[src/rtl/instr_queue_if.sv]
// Fetch/decode handshake bundle for instr_queue.
// The master modport is the environment (fetch + decode + branch unit).
// The slave modport is the queue itself.
interface instr_queue_if #(
  parameter int N     = 16,
  parameter int DEPTH = 4
);
  localparam int CW = $clog2(DEPTH) + 1;

  logic          in_valid;
  logic [N-1:0]  in_instr;
  logic [N-1:0]  in_pc_next;
  logic          in_ready;
  logic          out_valid;
  logic [N-1:0]  out_instr;
  logic [N-1:0]  out_pc_next;
  logic          out_ready;
  logic          flush;
  logic [CW-1:0] count;
  logic          halted;

  modport master (
    output in_valid, in_instr, in_pc_next, out_ready, flush,
    input  in_ready, out_valid, out_instr, out_pc_next, count, halted
  );

  modport slave (
    input  in_valid, in_instr, in_pc_next, out_ready, flush,
    output in_ready, out_valid, out_instr, out_pc_next, count, halted
  );
endinterface

[src/rtl/instr_queue.sv]
// Fetch-to-decode instruction queue: in-order {instr, pc_next} FIFO with
// valid/ready on both sides, branch flush, and HALT-triggered intake stop.
// Optional feature macro: IQ_BYPASS_EN (zero-latency pass-through when empty).
module instr_queue #(
  parameter int N     = 16,
  parameter int DEPTH = 4
) (
  input logic         clk,
  input logic         rst,
  instr_queue_if.slave q_if
);
  localparam int PW = $clog2(DEPTH);
  localparam int CW = PW + 1;
  localparam logic [N-1:0] NOP = N'(16'h0800);

  logic [N-1:0]  r_mem_instr [DEPTH];
  logic [N-1:0]  r_mem_pc    [DEPTH];
  logic [PW-1:0] r_wr_ptr;
  logic [PW-1:0] r_rd_ptr;
  logic [CW-1:0] r_count;
  logic          r_halted;

  logic          w_full;
  logic          w_empty;
  logic          w_in_ready;
  logic          w_push;
  logic          w_pop;
  logic          w_bypass;
  logic          w_wr_en;
  logic          w_rd_en;
  logic          w_out_valid;
  logic          w_is_halt;

  // Handshake qualification, bypass detection and storage enables
  always_comb begin
    w_full      = (r_count == CW'(DEPTH));
    w_empty     = (r_count == '0);
    w_in_ready  = rst & ~w_full & ~r_halted;
    w_push      = q_if.in_valid & w_in_ready;
    w_is_halt   = (q_if.in_instr[N-1 -: 5] == 5'b00000);
`ifdef IQ_BYPASS_EN
    w_bypass    = w_empty & w_push & ~q_if.flush;
`else
    w_bypass    = 1'b0;
`endif
    w_out_valid = ~w_empty | w_bypass;
    w_pop       = w_out_valid & q_if.out_ready;
    // A bypassed entry consumed in the same cycle never touches storage;
    // a bypassed entry not consumed is written like any other push.
    w_wr_en     = w_push & ~(w_bypass & q_if.out_ready);
    w_rd_en     = w_pop & ~w_bypass;
  end

  // Output drive: idle values whenever nothing is valid
  always_comb begin
    q_if.in_ready    = w_in_ready;
    q_if.out_valid   = w_out_valid;
    q_if.count       = r_count;
    q_if.halted      = r_halted;
    q_if.out_instr   = NOP;
    q_if.out_pc_next = '0;
    if (w_bypass) begin
      q_if.out_instr   = q_if.in_instr;
      q_if.out_pc_next = q_if.in_pc_next;
    end else if (!w_empty) begin
      q_if.out_instr   = r_mem_instr[r_rd_ptr];
      q_if.out_pc_next = r_mem_pc[r_rd_ptr];
    end
  end

  // Pointer, occupancy and halt state; flush outranks push/pop
  always_ff @(posedge clk or negedge rst) begin
    if (!rst) begin
      r_wr_ptr <= '0;
      r_rd_ptr <= '0;
      r_count  <= '0;
      r_halted <= 1'b0;
    end else if (q_if.flush) begin
      r_wr_ptr <= '0;
      r_rd_ptr <= '0;
      r_count  <= '0;
      r_halted <= 1'b0;
    end else begin
      if (w_wr_en) r_wr_ptr <= r_wr_ptr + 1'b1;
      if (w_rd_en) r_rd_ptr <= r_rd_ptr + 1'b1;
      case ({w_wr_en, w_rd_en})
        2'b10:   r_count <= r_count + 1'b1;
        2'b01:   r_count <= r_count - 1'b1;
        default: r_count <= r_count;
      endcase
      if (w_push && w_is_halt) r_halted <= 1'b1;
    end
  end

  // Entry storage (contents intentionally not reset)
  always_ff @(posedge clk) begin
    if (w_wr_en && !q_if.flush) begin
      r_mem_instr[r_wr_ptr] <= q_if.in_instr;
      r_mem_pc[r_wr_ptr]    <= q_if.in_pc_next;
    end
  end
endmodule

[src/flat_wrapper.sv]
// flat-port wrapper written by rule: the top's interface ports become plain ports
module instr_queue_flat 
#(
  parameter int N     = 16,
  parameter int DEPTH = 4
)
  (clk, rst, q_if_in_valid, q_if_in_instr, q_if_in_pc_next, q_if_out_ready, q_if_flush, q_if_in_ready, q_if_out_valid, q_if_out_instr, q_if_out_pc_next, q_if_count, q_if_halted);
  instr_queue_if #(.N(N), .DEPTH(DEPTH)) q_if_i ();
  input logic clk;
  input logic rst;
  input wire logic [$bits(q_if_i.in_valid)-1:0] q_if_in_valid;
  input wire logic [$bits(q_if_i.in_instr)-1:0] q_if_in_instr;
  input wire logic [$bits(q_if_i.in_pc_next)-1:0] q_if_in_pc_next;
  input wire logic [$bits(q_if_i.out_ready)-1:0] q_if_out_ready;
  input wire logic [$bits(q_if_i.flush)-1:0] q_if_flush;
  output wire logic [$bits(q_if_i.in_ready)-1:0] q_if_in_ready;
  output wire logic [$bits(q_if_i.out_valid)-1:0] q_if_out_valid;
  output wire logic [$bits(q_if_i.out_instr)-1:0] q_if_out_instr;
  output wire logic [$bits(q_if_i.out_pc_next)-1:0] q_if_out_pc_next;
  output wire logic [$bits(q_if_i.count)-1:0] q_if_count;
  output wire logic [$bits(q_if_i.halted)-1:0] q_if_halted;
  assign q_if_i.in_valid = q_if_in_valid;
  assign q_if_i.in_instr = q_if_in_instr;
  assign q_if_i.in_pc_next = q_if_in_pc_next;
  assign q_if_i.out_ready = q_if_out_ready;
  assign q_if_i.flush = q_if_flush;
  assign q_if_in_ready = q_if_i.in_ready;
  assign q_if_out_valid = q_if_i.out_valid;
  assign q_if_out_instr = q_if_i.out_instr;
  assign q_if_out_pc_next = q_if_i.out_pc_next;
  assign q_if_count = q_if_i.count;
  assign q_if_halted = q_if_i.halted;
  instr_queue #(.N(N), .DEPTH(DEPTH)) u_core (.clk(clk), .rst(rst), .q_if(q_if_i));
endmodule
[config.mk]
export PLATFORM = sky130hd
export DESIGN_NAME = instr_queue_flat
export DESIGN_NICKNAME = d
export VERILOG_FILES = /design/src/rtl/instr_queue_if.sv /design/src/rtl/instr_queue.sv /design/src/flat_wrapper.sv
export SDC_FILE = /design/constraint.sdc
export NUM_CORES = 1
export LEC_CHECK = 0
export CORE_MARGIN = 1.5
export CORE_UTILIZATION = 49
export CTS_CLUSTER_DIAMETER = 40
export DETAILED_ROUTE_END_ITERATION = 6
export PLACE_DENSITY = 0.78
export SLEW_MARGIN = 20
export SYNTH_ARGS = -nofsm -noshare
export SYNTH_HDL_FRONTEND = slang
export SYNTH_SLANG_ARGS = --single-unit
[constraint.sdc]
create_clock -name clk -period 2.2 [get_ports clk]
set_input_delay 0.44 -clock clk [delete_from_list [all_inputs] [get_ports clk]]
set_output_delay 0.44 -clock clk [all_outputs]
set_load 0.1 [all_outputs]
==> flow_summary.yaml <==
sta:
  final_hold_viol_count: 0
  fin_crit_ps: 2540
  setup_tns_ps: -8830
  slew_headroom_pct: 77.5
  fin_crit_sh_pct: 116
  max_freq_ghz: 0.394
  finalWorstSetupSlack_ps: -341
  rsz0062_at_grt: "yes"
  slew_violations: 0
  worstMarginPinSlew_ps: 336
  finalClockSkew_ps: 9.22
  finalSetupViolCount: 32
die:
  die_w_um: 108
  core_area_sq_um: 10700
  start_util_pct: 50.0
  fp.dieH_um: 108
  rows: 38
  dieArea_sq_um: 11600
  ios: 75
placement:
  io_buffers: 74
  place_hpwl_mm: 6.33
  dpl_cell_area_sq_um: 6920
  gp_congestion: 0.811
synthesis:
  synth.largest_area_cell: "edfxtp_1"
  yosysMostFrequentCell: "edfxtp_1"
  syn_inst: 258
  synth_top_area_share_pct: 71.6
  synth_ff_type: "edfxtp_1"
  syn-num-nets: 300
  synth-seq-area-share_pct: 75.3
  ys_top_cells_by_count: "edfxtp_1 (128), and2_1 (35), mux4_2 (32), nor2_1 (9), dfrtp_1 (8)"
  synthTopCellsByArea: "edfxtp_1 (72%), mux4_2 (13%), and2_1 (4.1%), dfrtp_1 (3.7%), ha_1 (0.93%)"
  synth.avg_cell_area_sq_um: 20.8
  synth_edf_count: 128
  yosysWarnings: 0
  syn_area_sq_um: 5370
  synthArstFlopShare_pct: 5.88
  ys_types: 30
  ys_ff_latch: 136
route:
  dr.first_iter.drc_count: 149
  drt-total-wl_mm: 10.7
  vias_per_cell: 5.25
  ant_nets: 0
  drc: 0
  post_drt_wl_per_cell_um: 20.7
  vias: 2715
  firstDrtPassIters: 5
global_routing:
  grt_max_degree: 35
  track_usage_pct: 20.7
  grt_pass1_vias: 2995
  grt_pass1_wl_mm: 16.8
  antenna_found_initial: 0
  grt_remaining_overflow: 0
run_status:
  status: "complete, but fails checks"
  failed_checks: "negative setup slack"
flow_run:
  max_cap_viol_count: 0
worst_setup_path:
  worstSetupPathType: "flop to primary output"
  worstPathMaxFanout: 7
  cp-startpoint: "u_core.r_rd_ptr[0]"
  r2r-end: "u_core.q_if.count[2]"
  cp.required_ps: 1760
  arrival_ps: 2100
  r2r_start: "u_core.q_if.count[0]"
  endpoint_kind: "primary output"
  r2r_cells: 8
  start_kind: "flop"
  worst-r2r-setup-slack_ps: 60
layout:
  area_delta_synth_final_pct: 42.4
  fin_nets: 406
  diodes: 0
  final_core_util_pct: 71.1
  layout-drive-gt1-share_pct: 46.9
  stdcell_area_sq_um: 7640
clock_tree:
  hold_buffers: 0
  clock_path_buffers: 2
  cts_num_sinks: 136
  cts_tree: "yes"
  h-tree-depth: 4
  cts_buffers: 17
  cts.clk_slew.worst_paths_ps: 60
  root_buffer: "clkbuf_8"
  clk_latency_ps: 510
min_path:
  min_path_type: "input pin to async pin"
## flip-flops by register name, summed over array words and instances, names as in the netlist
register / flops
u_core.r_mem_instr: 64
u_core.r_mem_pc: 64
u_core.q_if.count: 3
u_core.r_rd_ptr: 2
u_core.r_wr_ptr: 2
u_core.q_if.halted: 1
## cells in the final DEF, fill, tap and decap left out, types with 2 or more instances in the layout
cell             netlist  routed
buf_12                 0      44
nor2b_1                2       2
nor3b_4                0       2
edfxtp_1             128     128
clkinvlp_4             0       4
inv_6                  0       4
and2_2                 0       4
buf_16                 0       2
ha_1                   4       4
inv_2                  1       2
clkbuf_16              0      16
mux2_1                 2       2
xor2_1                 3       3
mux4_2                32      32
dfrtp_2                0       2
buf_4                  3      17
nor2_4                 0       2
inv_1                  3       2
clkdlybuf4s50_1        0      36
dfrtp_4                0       4
and2_4                 0      31
nor2_1                 9       8
nand2b_1               2       2
clkbuf_8               0       2
dfrtp_1                8       2
bufinv_16              0       3
mux2i_1                2       2
nor3_1                 2       2
## layout make-up
| class | instances | area, sq um |
|---|---|---|
| sequential | 136 | 4060 |
| fill | 678 | 3100 |
| timing repair buffer | 99 | 1420 |
| multi-input combinational | 106 | 1370 |
| clock buffer | 19 | 432 |
| tap | 140 | 175 |
| clock inverter | 13 | 169 |
| inverter | 4 | 15.0 |
## worst max-delay path, stage by stage, from the launching register on
cell and delay [ps]:
dfrtp_2 370, buf_12 140, buf_12 140, mux4_2 510, or2_4 250, buf_12 160
## per-stage QoR
stage               hold slack, ps  setup WS [ps]  instances
floorplan                      144          -55.4        258
global placement               574           -131        482
detailed placement             585           -168        482
CTS                            224           -384        517
global route                   236           -412        517
finish                         247           -341        517
## layer usage
metal	GRT usage (%)	vias to the layer above	wire, um
met3	4.48	6	436
li1	-	1237	-
met5	0	-	0
met4	8.83	0	74
met2	35.8	80	5960
met1	25.2	1392	4210
## worst max path at each step
stage | to | slack, ps | cells after the start
floorplan | u_core.q_if.count[2] | -60 | 8
global placement | u_core.q_if.count[2] | -130 | 7
detailed placement | u_core.q_if.count[2] | -170 | 7
CTS | q_if_out_instr[11] | -380 | 5
global route | q_if_out_instr[11] | -410 | 5
finish | q_if_out_instr[11] | -340 | 5
## cells by family (layout without fill, tap and decap cells)
logic type	count (synthesis)	count (layout)	synth area share, %
AND/OR/NAND/NOR	58	58	6.46
flip-flops	136	136	75.3
XOR/XNOR	4	4	0.653
adder cells (fa/ha/maj)	5	5	1.31
AO/OA/AOI/OAI	3	3	0.559
multiplexers	36	36	14.2
buffers and inverters	16	135	1.47
## timing repair
item	CTS	global route
buffers inserted	2	0
resized for setup	28	3
endpoints found under the setup margin	33	34
hold endpoints to repair	0	0
gates cloned	1	0
pin swaps	0	1
Power is not shown: default switching activity piles up to over one toggle a cycle in this logic, so the estimate is an artifact.
